## config.mk

```make
export PLATFORM = sky130hd
export DESIGN_NAME = fifo_param_fc
export DESIGN_NICKNAME = d
export VERILOG_FILES = /design/src/rtl/fifo_pkg.sv /design/src/rtl/fifo_mem_dp.sv /design/src/rtl/fifo_param_fc.sv
export SDC_FILE = /design/constraint.sdc
export NUM_CORES = 1
export LEC_CHECK = 0
export CORE_ASPECT_RATIO = 1.5
export CORE_MARGIN = 2
export CORE_UTILIZATION = 50
export DETAILED_ROUTE_END_ITERATION = 16
export PLACE_DENSITY = 0.72
export REMOVE_ABC_BUFFERS = 1
export SYNTH_ARGS = -nofsm -noshare
export SYNTH_HDL_FRONTEND = slang
export SYNTH_SLANG_ARGS = --single-unit
```

## constraint.sdc

```tcl
create_clock -name clk -period 4.4 [get_ports clk]
set_input_delay 0.88 -clock clk [delete_from_list [all_inputs] [get_ports clk]]
set_output_delay 0.88 -clock clk [all_outputs]
set_load 0.02 [all_outputs]
```

## src/rtl/fifo_pkg.sv

```systemverilog
// Shared constants, pause FSM encoding and a clog2 helper for the
// parametrised flow-control FIFO.
package fifo_pkg;

   localparam int DEF_DATA_SIZE = 8;
   localparam int DEF_DEPTH     = 8;
   localparam int DEF_ADDR_SIZE = 3;

   typedef enum logic {
      ST_RUN   = 1'b0,
      ST_PAUSE = 1'b1
   } pause_st_e;

   function automatic int clog2(input int v);
      int r;
      r = 0;
      while ((1 << r) < v) r++;
      return r;
   endfunction

endpackage

```

## src/rtl/fifo_mem_dp.sv

```systemverilog
// DEPTH x DATA_SIZE storage: synchronous write port, asynchronous read
// port. No reset; contents are only meaningful where the top says so.
module fifo_mem_dp
   import fifo_pkg::*;
#(
   parameter int DATA_SIZE = DEF_DATA_SIZE,
   parameter int DEPTH     = DEF_DEPTH,
   parameter int ADDR_SIZE = DEF_ADDR_SIZE
) (
   input  logic                 clk,
   input  logic                 we,
   input  logic [ADDR_SIZE-1:0] waddr,
   input  logic [DATA_SIZE-1:0] wdata,
   input  logic [ADDR_SIZE-1:0] raddr,
   output logic [DATA_SIZE-1:0] rdata
);

   logic [DATA_SIZE-1:0] mem_q [DEPTH];

   always_ff @(posedge clk) begin
      if (we) mem_q[waddr] <= wdata;
   end

   assign rdata = mem_q[raddr];

endmodule

```

## src/rtl/fifo_param_fc.sv

```systemverilog
// Parametrised synchronous FIFO with programmable thresholds, hysteretic
// pause and sticky errors. Define FIFO_FWFT_EN for first-word-fall-through.
module fifo_param_fc
   import fifo_pkg::*;
#(
   parameter int DATA_SIZE = DEF_DATA_SIZE,
   parameter int DEPTH     = DEF_DEPTH,
   parameter int ADDR_SIZE = clog2(DEPTH)
) (
   input  logic                 clk,
   input  logic                 reset,
   input  logic                 write,
   input  logic [DATA_SIZE-1:0] data_in_push,
   input  logic                 read,
   input  logic [ADDR_SIZE:0]   af_thresh,
   input  logic [ADDR_SIZE:0]   ae_thresh,
   output logic [DATA_SIZE-1:0] data_out_pop,
   output logic                 valid_out,
   output logic                 fifo_empty,
   output logic                 fifo_full,
   output logic                 almost_full,
   output logic                 almost_empty,
   output logic                 fifo_pause,
   output logic                 fifo_error,
   output logic                 overflow_err,
   output logic                 underflow_err,
   output logic [ADDR_SIZE:0]   count
);

   localparam logic [ADDR_SIZE:0] FULL_CNT = (ADDR_SIZE+1)'(DEPTH);

   logic [ADDR_SIZE-1:0] wr_ptr_q, rd_ptr_q;
   logic [ADDR_SIZE:0]   count_q, count_d;
   logic                 ovf_q, udf_q;
   pause_st_e            st_q, st_d;
   logic                 push, pop;
   logic [DATA_SIZE-1:0] head;

   assign fifo_empty   = (count_q == '0);
   assign fifo_full    = (count_q == FULL_CNT);
   assign almost_full  = (count_q >= af_thresh);
   assign almost_empty = (count_q <= ae_thresh);
   assign count        = count_q;

   // A full FIFO still takes a push when a pop frees the slot this cycle.
   assign push = write && (!fifo_full || read);
   assign pop  = read && !fifo_empty;

   always_comb begin
      count_d = count_q;
      unique case ({push, pop})
         2'b10:   count_d = count_q + 1'b1;
         2'b01:   count_d = count_q - 1'b1;
         default: count_d = count_q;
      endcase
   end

   always_comb begin
      st_d = st_q;
      unique case (st_q)
         ST_RUN:   if (count_d >= af_thresh) st_d = ST_PAUSE;
         ST_PAUSE: if (count_d <= ae_thresh) st_d = ST_RUN;
         default:  st_d = ST_RUN;
      endcase
   end

   // Without a usable hysteresis window, fall back to almost_full.
   assign fifo_pause = (ae_thresh >= af_thresh) ? almost_full
                                                : (st_q == ST_PAUSE);

   assign overflow_err  = ovf_q;
   assign underflow_err = udf_q;
   assign fifo_error    = ovf_q | udf_q;

   always_ff @(posedge clk) begin
      if (!reset) begin
         wr_ptr_q <= '0;
         rd_ptr_q <= '0;
         count_q  <= '0;
         ovf_q    <= 1'b0;
         udf_q    <= 1'b0;
         st_q     <= ST_RUN;
      end else begin
         if (push) wr_ptr_q <= wr_ptr_q + 1'b1;
         if (pop)  rd_ptr_q <= rd_ptr_q + 1'b1;
         count_q <= count_d;
         st_q    <= st_d;
         if (write && fifo_full && !read) ovf_q <= 1'b1;
         if (read && fifo_empty)          udf_q <= 1'b1;
      end
   end

   fifo_mem_dp #(
      .DATA_SIZE (DATA_SIZE),
      .DEPTH     (DEPTH),
      .ADDR_SIZE (ADDR_SIZE)
   ) u_mem (
      .clk   (clk),
      .we    (push),
      .waddr (wr_ptr_q),
      .wdata (data_in_push),
      .raddr (rd_ptr_q),
      .rdata (head)
   );

`ifdef FIFO_FWFT_EN
   assign data_out_pop = fifo_empty ? '0 : head;
   assign valid_out    = !fifo_empty;
`else
   logic [DATA_SIZE-1:0] dout_q;
   logic                 vld_q;

   always_ff @(posedge clk) begin
      if (!reset) begin
         dout_q <= '0;
         vld_q  <= 1'b0;
      end else begin
         vld_q <= pop;
         if (pop) dout_q <= head;
      end
   end

   assign data_out_pop = dout_q;
   assign valid_out    = vld_q;
`endif

endmodule
```

==> results.md <==
* Status: complete, no violations
* First-pass GRT wire length at 11,900 um
* Chip width at 75.7 um
* Post-synth ARST share at 0%
* Leak Pwr at 1.69 nW
* Largest family of logic cells by synthesized area: multiplexers
* Detailed Route WL at 7570 um
* Post-synth top area share at 49.8%
* # rows at 39
* Drt pass-1 iters at 4
* Max Slew Vio Count at 0
* FF-to-FF path depth at 10
* Via density at 5.51
* Worst path cell trace: clkdlybuf4s50_1, inv_1, ha_1, nor2b_1, o21a_1, o21a_1, o21ai_0, clkdlybuf4s50_1
* Post-route setup TNS at 0 ns
* Routing usage on met1 at 23.7%
* Initial Util at 51.0%
* Initial antenna violation count at 0
* Post-Synth Simple-Gate Area at 8.69%
* XOR/XNOR Fraction of Synth Area at 1.36%
* Setup Crit Path Kind: input port to primary output
* ANT cells at 0
* Clk_lat worst skew at 0.34 ns
* Overall power at 2.56 mW
* Worst EP required at 3.52 ns
* Reg2reg end: st_q$_SDFF_PN0_
* Port Buffers at 40
* Gr busiest metal: met2
* Post-synthesis mux area share at 10.7%
* Placer congestion estimate at 0.765
* Compound-Gate Fraction of Synth Area at 7.62%
* RSZ-0062 raised after global routing: false
* Clk sinks at 86
* Max-cap viol count at 0
* FF-to-FF setup slack at 1.30 ns
* Post-Synth Adder-Cell Area at 7.78%
* IO Pins at 41
* Largest net degree at the start of global routing at 19
* Syn-to-layout area delta at 20.8%
* Worst-case vdd ir drop at 0.442 mV
* Root buffer cell: clkbuf_16
* Die Area at 8450 um2
* Sequential area share after synthesis at 61.2%
* Die height at 112 um
* Vias in the first global route at 2,375
* DRC at 0
* Post-synth EDFFs at 64
* Achievable clock frequency at 262 MHz
* Clock skew at 0.00609 ns
* Reg2reg start: count[1]$_SDFF_PN0_
* Critical path fanouts, max at 2
* CTS clk-pin slew, worst paths at 0.06 ns
* Arrival @ worst endpoint at 2.94 ns
* GRT Total Usage at 19.7%
* Final Hold Fails at 0
* Worst relative slew slack at 35.9%
* H-tree Lvls at 3
* Met3 usage at 4.43%
* Register bit total from synthesis at 86
* Post-CTS Setup Bufs at 0
* Max Root-Sink Buffers at 2
* Critical path's slowest cell: clkdlybuf4s50_1
* # resized after CTS at 0
* Cts bufs inserted at 9
* Pwr Density at 549 nW/um2
* Origin of the worst setup path: ae_thresh[1]
* Yosys warning total at 0
* CP delay by family, top: buffers and inverters
* Critical path depth at 8
* Met2 usage at 32.8%
* Buf/Inv on CP at 3
* Via count at 2,288
* Synth Flop Type: edfxtp_1
* Mapped Area at 3860 um2
* # setup viols final at 0
* Cell variety after synth at 46
* Crit path to: almost_empty
* Initial DRC Count at 103
* Tightest Pin Transition at 0.956 ns
* Tmin final at 3.82 ns
* Post-synthesis area per instance at 14.7 um2
* DP HPWL at 5260 um
* Mapped Cells at 263
* Top cells by area in the synthesized netlist: edfxtp_1 50%, dfxtp_1 11%, mux4_2 9.3%
* Routed len/inst at 18.2 um
* CORE AREA at 7560 um2
* Share of layout cells above drive strength 1 at 14.4%
* Overflow after GRT at 0
* Yosys top cell by area: edfxtp_1
* Nets at 352
* Hold_buf cts at 0
* Crit. End Element: primary output
* TritonCTS clock tree: done
* Delay of the slowest critical-path stage at 0.62 ns
* Startpoint Class: input port
* Tcrit/Tclk final at 86.7%
* Worst min path class: register to register
* Antenna viol nets, final at 0
* Filler Cell Count at 568
where the power goes:
group | total (mW) | internal, mW | switching, mW
clock network | 0.784 | 0.496 | 0.288
logic | 0.751 | 0.375 | 0.376
registers | 1.03 | 0.946 | 0.0812
total | 2.56 | 1.82 | 0.746
synth_stat cells, types with 2 or more instances:
master    count
o21a_1        4
nor3_1        2
a21o_1        2
buf_2         3
ha_1         24
o22ai_1       9
a21oi_1       9
nand2b_1      9
nand2_1       7
mux2i_1       3
mux4_2       16
and3b_1       2
xor2_1        5
inv_1         9
o21ai_1       8
nand4_1       2
o21ai_0       4
nor2_1       25
dfxtp_1      22
buf_6         3
or3_1         3
mux2_2        2
or2_2         2
o211ai_1      2
edfxtp_1     64
and2_1        2
per-stage QoR:
stage	area [um2]	instances	hold slack [ns]	utilization [%]	setup WS, ns
detailed placement	4350	399	0.484	57.5	0.571
CTS	4660	415	0.493	61.7	0.565
global route	4660	415	0.528	61.7	0.462
finish	4660	415	0.490	61.7	0.583
floorplan	3790	254	0.462	-	1.38
global placement	4350	399	0.467	57.5	0.589
routing by layer:
metal  share of wire (%)  wire (um)  vias to the layer above
met2                  52       3970                       57
met4                 2.7        204                        0
met3                 4.4        331                       14
met1                  40       3060                     1117
met5                   0          0                        -
li1                    -          -                     1100
worst min-delay path by stage:
stage | from | end | slack [ns] | depth (start not counted)
floorplan | wr_ptr_q[0]$_SDFFE_PN0P_ | wr_ptr_q[0]$_SDFFE_PN0P_ | 0.46 | 2
global placement | overflow_err$_SDFFE_PN0P_ | overflow_err$_SDFFE_PN0P_ | 0.47 | 1
detailed placement | data_out_pop[0]$_SDFFE_PN0P_ | data_out_pop[0]$_SDFFE_PN0P_ | 0.48 | 2
CTS | underflow_err$_SDFFE_PN0P_ | underflow_err$_SDFFE_PN0P_ | 0.49 | 2
global route | overflow_err$_SDFFE_PN0P_ | overflow_err$_SDFFE_PN0P_ | 0.53 | 1
finish | underflow_err$_SDFFE_PN0P_ | underflow_err$_SDFFE_PN0P_ | 0.49 | 2
cell type report:
type,count,area [um2],share of cell area (%)
Clock buffer,10,229,4.91
Clock inverter,6,85.1,1.82
Inverter,10,37.5,0.805
Multi-Input combinational cell,158,1400,30.0
Sequential cell,86,2360,50.6
Tap cell,102,128,2.74
Timing Repair Buffer,43,423,9.07
flip-flops by register name, indices dropped and copies added, names as in the netlist:
| signal | cells |
|---|---|
| u_mem.mem_q | 64 |
| data_out_pop | 8 |
| count | 4 |
| rd_ptr_q | 3 |
| wr_ptr_q | 3 |
| overflow_err | 1 |
| st_q | 1 |
| underflow_err | 1 |
| valid_out | 1 |
kinds of logic after synthesis:
group,Yosys count
AOI/OAI and AO/OA,45
xor gates and xnor gates,6
adders and majority gates,24
buffers and inverters,19
DFF,86
muxes,21
and+or+nand+nor,62
layout by cell type, fill, tap and decap left out, types with 2 or more instances in the layout:
cell type and n:
bufinv_16 2, mux2_2 2, inv_1 9, o21a_1 4
o21ai_0 4, and3b_1 2, nand2b_1 9, or3_1 3
ha_1 24, buf_4 3, clkinv_1 2, a21oi_1 9
clkdlybuf4s50_1 40, dfxtp_1 22, or2_2 2, and2_1 2
xor2_1 5, nand4_1 2, nor2_1 25, o22ai_1 9
o21ai_1 8, edfxtp_1 64, clkbuf_16 9, mux2i_1 3
o211ai_1 2, nand2_1 7, mux4_2 16, a21o_1 2
worst min-delay path, stage by stage (launching register included):
cell and delay [ns]:
dfxtp_1 0.34, a21oi_1 0.05, nor2_1 0.07
(Power assumes the default switching activity.)
